File: src/rtl/path_metric_register.sv
// Path metric register for a 4-state Viterbi ACS loop: holds the metrics for one frame and reports the best final state.
// Optional macro PM_NORMALIZE_EN subtracts the minimum incoming metric before each capture.
module path_metric_register #(
   parameter int FRAME_LEN = 8
) (
   input  logic       i_clk,
   input  logic       i_rst_n,
   input  logic       i_start,
   input  logic       i_valid,
   input  logic [1:0] i_PM_0,
   input  logic [1:0] i_PM_1,
   input  logic [1:0] i_PM_2,
   input  logic [1:0] i_PM_3,
   output logic [1:0] o_PM_0,
   output logic [1:0] o_PM_1,
   output logic [1:0] o_PM_2,
   output logic [1:0] o_PM_3,
   output logic       o_busy,
   output logic [7:0] o_step_cnt,
   output logic       o_done,
   output logic [1:0] o_best_state,
   output logic [1:0] o_best_PM
);

   typedef enum logic [1:0] {IDLE, RUN, DONE} state_t;

   localparam logic [7:0] LAST_STEP = 8'(FRAME_LEN - 1);

   state_t     state;
   logic [1:0] n_0, n_1, n_2, n_3;
   logic [1:0] best_s, best_v;

`ifdef PM_NORMALIZE_EN
   logic [1:0] min_01, min_23, min_all;
   assign min_01  = (i_PM_1 < i_PM_0) ? i_PM_1 : i_PM_0;
   assign min_23  = (i_PM_3 < i_PM_2) ? i_PM_3 : i_PM_2;
   assign min_all = (min_23 < min_01) ? min_23 : min_01;
   assign n_0 = i_PM_0 - min_all;
   assign n_1 = i_PM_1 - min_all;
   assign n_2 = i_PM_2 - min_all;
   assign n_3 = i_PM_3 - min_all;
`else
   assign n_0 = i_PM_0;
   assign n_1 = i_PM_1;
   assign n_2 = i_PM_2;
   assign n_3 = i_PM_3;
`endif

   // Strict less-than so that ties keep the lowest index.
   always_comb begin
      best_s = 2'd0;
      best_v = n_0;
      if (n_1 < best_v) begin best_s = 2'd1; best_v = n_1; end
      if (n_2 < best_v) begin best_s = 2'd2; best_v = n_2; end
      if (n_3 < best_v) begin best_s = 2'd3; best_v = n_3; end
   end

   always_ff @(posedge i_clk or negedge i_rst_n) begin
      if (!i_rst_n) begin
         state        <= IDLE;
         o_PM_0       <= 2'd0;
         o_PM_1       <= 2'd3;
         o_PM_2       <= 2'd3;
         o_PM_3       <= 2'd3;
         o_step_cnt   <= 8'd0;
         o_done       <= 1'b0;
         o_busy       <= 1'b0;
         o_best_state <= 2'd0;
         o_best_PM    <= 2'd0;
      end else begin
         o_done <= 1'b0;
         case (state)
            IDLE: begin
               if (i_start) begin
                  state      <= RUN;
                  o_busy     <= 1'b1;
                  o_step_cnt <= 8'd0;
               end
            end
            RUN: begin
               if (i_valid) begin
                  o_PM_0     <= n_0;
                  o_PM_1     <= n_1;
                  o_PM_2     <= n_2;
                  o_PM_3     <= n_3;
                  o_step_cnt <= o_step_cnt + 8'd1;
                  if (o_step_cnt == LAST_STEP) begin
                     state        <= DONE;
                     o_busy       <= 1'b0;
                     o_done       <= 1'b1;
                     o_best_state <= best_s;
                     o_best_PM    <= best_v;
                  end
               end
            end
            DONE: begin
               // Metrics go back to the known-start vector ready for the next frame.
               state  <= IDLE;
               o_PM_0 <= 2'd0;
               o_PM_1 <= 2'd3;
               o_PM_2 <= 2'd3;
               o_PM_3 <= 2'd3;
            end
            default: state <= IDLE;
         endcase
      end
   end

endmodule

File: config.mk
export PLATFORM = sky130hd
export DESIGN_NAME = path_metric_register
export DESIGN_NICKNAME = d
export VERILOG_FILES = /design/src/rtl/path_metric_register.sv
export SDC_FILE = /design/constraint.sdc
export NUM_CORES = 1
export LEC_CHECK = 0
export CORE_MARGIN = 2
export CORE_UTILIZATION = 30
export CTS_BUF_LIST = sky130_fd_sc_hd__clkbuf_4 sky130_fd_sc_hd__clkbuf_8
export CTS_CLUSTER_SIZE = 16
export DETAILED_ROUTE_END_ITERATION = 12
export GPL_ROUTABILITY_DRIVEN = 0
export GPL_TIMING_DRIVEN = 1
export PLACE_DENSITY_LB_ADDON = 0.25
export RECOVER_POWER = 50
export SETUP_SLACK_MARGIN = 0.5
export SYNTH_ARGS = -nofsm -noshare
export SYNTH_HDL_FRONTEND = slang
export SYNTH_SLANG_ARGS = --single-unit
export TNS_END_PERCENT = 5
File: constraint.sdc
create_clock -name i_clk -period 1.8 [get_ports i_clk]
set_input_delay 0.54 -clock i_clk [delete_from_list [all_inputs] [get_ports i_clk]]
set_output_delay 0.54 -clock i_clk [all_outputs]
set_load 0.01 [all_outputs]
# After elaboration in Yosys (flattened, before gate mapping)
# Cells that the tools add are included.
[op_classes]
add_sub_neg = 1
n_mul = 0
n_div = 0
n_lt_le_gt_ge = 3
n_eq_ne = 6
shifts = 0
n_mux = 28
bitwise_logic = 0
reduce_logical = 8
[op_table]
columns = ["op", "n"]
rows = [
  ["2-to-1 mux 2 bit", 12],
  ["case mux 2 bit (2 select lines)", 5],
  ["2-to-1 mux 8 bit", 2],
  ["case mux 8 bit (2 select lines)", 1],
  ["AND reduction 3 bit", 3],
  ["adder 8 x 1 -> 8 bit, second input constant", 1],
  ["== test 8 x 3 -> 1 bit, second input constant", 1],
  ["2-to-1 mux 1 bit", 7],
  ["< comparator 2 bit", 3],
  ["inequality test 2 bit, second input constant", 3],
  ["AND reduction 4 bit", 1],
  ["nonzero test 2 bit", 2],
  ["== test 2 x 1 -> 1 bit, second input constant", 1],
  ["== test 2 bit, second input constant", 1],
  ["logical NOT 2 bit", 1],
  ["case mux 1 bit (2 select lines)", 1],
  ["AND reduction 2 bit", 1],
]
[totals]
reg_bits = 24
latch_bits = 0
mem_bits_rw = 0
mem_bits_ro = 0
in_bits = 12
output_inout_bits = 22
word_cells = 56
n_memories = 0

# Logic depth before layout (Yosys ltp)
[depth]
ltp_word = 6
ltp_mapped = 8
depth_no_buf = 8

# Worst setup path before layout
# No wires, ideal clock.
[synth_timing]
path_type = "in2reg"
from = "input i_PM_0[1]"
to = "register o_best_PM[0]"
setup_ns = 0.125
arrival_time_ns = 1.796
required_time_ns = 1.675
setup_slack_ns = -0.121
stages = 7
n_path_buf = 0
cell_sequence = "ha_1 -> ha_1 -> ha_1 -> nor2b_1 -> a21oi_1 -> a211oi_1 -> mux2_4"
[synth_via]
elab_chain_len = 6
[synth_rtl]
columns = ["item", "line_no", "text"]
rows = [
  ["start, declared", "10", "input logic [1:0] i_PM_0,"],
  ["< comparator 2 bit", "53", "if (n_1 < best_v) begin best_s = 2'd1; best_v = n_1; end"],
  ["2-to-1 mux 2 bit *", "53", ""],
  ["< comparator 2 bit", "54", "if (n_2 < best_v) begin best_s = 2'd2; best_v = n_2; end"],
  ["2-to-1 mux 2 bit *", "54", ""],
  ["< comparator 2 bit", "55", "if (n_3 < best_v) begin best_s = 2'd3; best_v = n_3; end"],
  ["2-to-1 mux 2 bit *", "55", ""],
  ["end signal, assigned", "92", "o_best_PM <= best_v;"],
  ["end, declared", "22", "output logic [1:0] o_best_PM"],
]
# Every way passes the cells marked *; elsewhere a longest branch is shown, timed or not.
# A chain may end at the register's enable or synchronous reset.

# Worst setup path in the final report
[layout_timing]
from = "register o_step_cnt[6]"
to = "register o_best_PM[0]"
[layout_via]
elab_chain_len = 2
[layout_rtl]
columns = ["item", "line_no", "text"]
rows = [
  ["start, declared", "19", "output logic [7:0] o_step_cnt,"],
  ["start signal, assigned", "86", "o_step_cnt <= o_step_cnt + 8'd1;"],
  ["== test 8 x 3 -> 1 bit", "87", "if (o_step_cnt == LAST_STEP) begin"],
  ["AND reduction 3 bit (no line)", "-", ""],
]
# Every way passes these cells.

==> results.md <==
* Final worst path period need at 1.625 ns
* Yosys cell types at 39
* CTS max path bufs at 2
* Global-route wire length before repair at 6292 um
* WP data required at 1.95 ns
* Status: complete, no violations
* Core area at 4354 um2
* Fin. max-slew vios at 0
* Hold crit path type: reg2reg
* Number of flops mapped to enable cells by yosys at 0
* DPL Wire Length at between 2000 and 3000 um
* Power Dens Cells at 1273 nW/um2
* Tot Pwr at roughly 2.8 mW
* CP Class: reg2reg
* Post-route ant nets at 0
* Layout Skew at 0.007590 ns
* CTS root buf: clkbuf_8
* GRT Resource Usage Total at 15.37%
* Count leader, synth: dfrtp_1
* Share of layout cells above drive strength 1 at 36.45%
* Number of buffers created by CTS at 3
* Via-to-Cell Ratio at 4.906
* Starting Density at 31.35%
* Syn avg cell area at 10.26 um2
* Synth cell count leaders: 18 x dfrtp_1, 14 x nor2_1, 11 x o22a_1
* Htree depth at 1
* Hold Vio Cnt, Final at 0
* Ys async rst share at between 90% and 100%
* Nets at about 220
* Arrival time at the worst endpoint at 1.78 ns
* Routed vias at 1251
* Site Rows at 24
* Ant diodes at 0
* Tcrit/Tclk final at about nine tenths
* PortBufs at 33
* Top sig layer: met4
* Worst-Margin Slew at 0.6211 ns
* Largest net degree at the start of global routing at 25
* Final WL at 3474 um
* Max-cap viol count at 0
* DR iter-0 viols at 44
* Synth top area cells: dfrtp_1 33%, dfstp_2 12%, o22a_1 7.1%
* Post-synthesis sequential area ratio at 44.55%
* Worst slack at placement at -0.5372 ns
* # DRC at 0
* Setup crit end kind: flip-flop
* Synth Register Bits at 24
* Worst setup margin at 0.1745 ns
* RSZ-0062 raised after global routing: true
* Top-area cell type share of the netlist area at 33.00%
* Grt total ovfl at 0
* Vias in the first global route at around 1300
* Worst-path clk slew at 0.08 ns
* Pleak at 1.015 nW
* Setup-failing EPs final at 0
* Leading area contributor after synthesis: dfrtp_1
* Yosys warnings at 0
* Synth Instances at 133
* Top-Level Pins at 34
* Synth Net Count at ~150
* Antenna violations before repair at 0
* Clock Sinks at 24
* Peak supply drop at roughly 0.53 mV
* Layout area overhead at 60.86%
* Wire length on met3 at approximately 110 um
* Startpoint types: flip-flop
* Crit path max fanout at 6
* DR WL met2 at approximately 1700 um
* WL/cell at ~14 um
* Post-synthesis cell area at 1365 um2
* FMAX at 615.2 MHz
* Fillers at roughly 400
* Worst-Skew Late Latency at 0.27 ns
* Cts hold-fix bufs at 0
* Main synth FF type: dfrtp_1
* Setup_tns at 0 ns
* CTS tree: built
* Metal1 wirelength at 1604 um
* Die W at 71.46 um
* Die area at 5106 um2
* Die outline height at 71.46 um
* Slew headroom at 58.59%
* Router iterations before antenna repair at 4
[sequential cells by signal, indices dropped and copies added, names as in the netlist]
register      count
o_done            1
o_PM_1            2
o_PM_2            2
o_best_PM         2
o_PM_3            2
o_busy            1
o_step_cnt        8
state             2
o_PM_0            2
o_best_state      2
[cell usage in the layout, fill, tap and decap left out, types with 2 or more instances in the layout]
cell and count:
buf_4 33, dlygate4sd2_1 16, dfrtp_1 16, nor2_1 13, o22a_1 11, inv_1 8
nand2_1 7, o21ai_0 7, a21oi_1 6, clkdlybuf4s15_2 6, dfstp_2 6, ha_4 5
clkdlybuf4s50_1 5, nand3_1 4, buf_6 4, a211oi_1 3, a31oi_1 3, xnor2_1 3
clkbuf_8 3, clkdlybuf4s15_1 3, or3_1 2, nand2b_1 2, o22ai_1 2, mux2_4 2
nor3_1 2, mux2i_1 2, a22o_1 2, ha_1 2, dfrtp_2 2
[timing repair]
| action | in CTS | in global routing |
|---|---|---|
| gates resized for setup | 60 | 4 |
| setup endpoints to repair | 45 | 46 |
| buffers inserted | 10 | 5 |
| endpoints found under the hold margin | 0 | 0 |
| pin swaps | 7 | 1 |
[through the flow]
step	instances	utilization, %	hold WS, ns	area [um2]
after global routing	255	50.43	0.5338	2196
final	255	50.43	0.4905	2196
after CTS	250	48.99	0.4999	2133
after global placement	236	45.00	0.4724	1959
after detailed placement	236	45.00	0.4846	1959
after floorplan	133	-	0.2444	1419
[kinds of logic after synthesis]
| logic type | count (synthesis) | synth area share [%] |
|---|---|---|
| compound gates | 42 | 22.36 |
| simple gates | 40 | 16.87 |
| fa+ha+maj | 7 | 6.416 |
| mux | 4 | 3.667 |
| xor+xnor | 3 | 1.925 |
| flops | 24 | 44.55 |
| buf+inv | 13 | 4.215 |
[where the power goes]
part           internal (mW)  total [mW]  switching, mW
logic                  0.754        1.38          0.624
registers              0.785       0.942          0.157
clock network          0.297       0.475          0.178
total                   1.84        2.80          0.959
[metal layers]
layer | global-route usage [%] | up-vias
met5 | 0 | -
met4 | 5.031 | 0
met3 | 1.969 | 2
met2 | 26.13 | 26
met1 | 20.28 | 596
li1 | - | 627
[path summary, 6_finish.rpt]
check,startpoint,end,slack [ns],cells past startpoint
max,o_step_cnt[6],o_best_PM[0],0.17,5
min,o_best_state[1],o_best_state[1],0.49,1
max reg2reg,o_step_cnt[6],o_best_PM[0],0.17,5
min reg2reg,o_best_state[1],o_best_state[1],0.49,1
max in group asynchronous,i_rst_n,o_step_cnt[5],0.56,2
min in group asynchronous,i_rst_n,o_step_cnt[7],0.80,2
[critical path: stages (launching register included)]
cell and delay, ns:
dfrtp_1 0.39, buf_6 0.12, or3_1 0.42, nor3_4 0.14
buf_6 0.15, mux2_4 0.29
[area by class of cell]
cell class              count  area [um2]  area share (%)
clock buffers               3       41.29           1.880
clock inverters             1       30.03           1.368
inverters                   8       30.03           1.368
multi-input cells          96       804.5           36.64
flip-flops and latches     24       610.6           27.81
well taps                  52       65.06           2.963
repair buffers             71       614.3           27.98
Note: power is estimated with default switching activity, not from simulation.
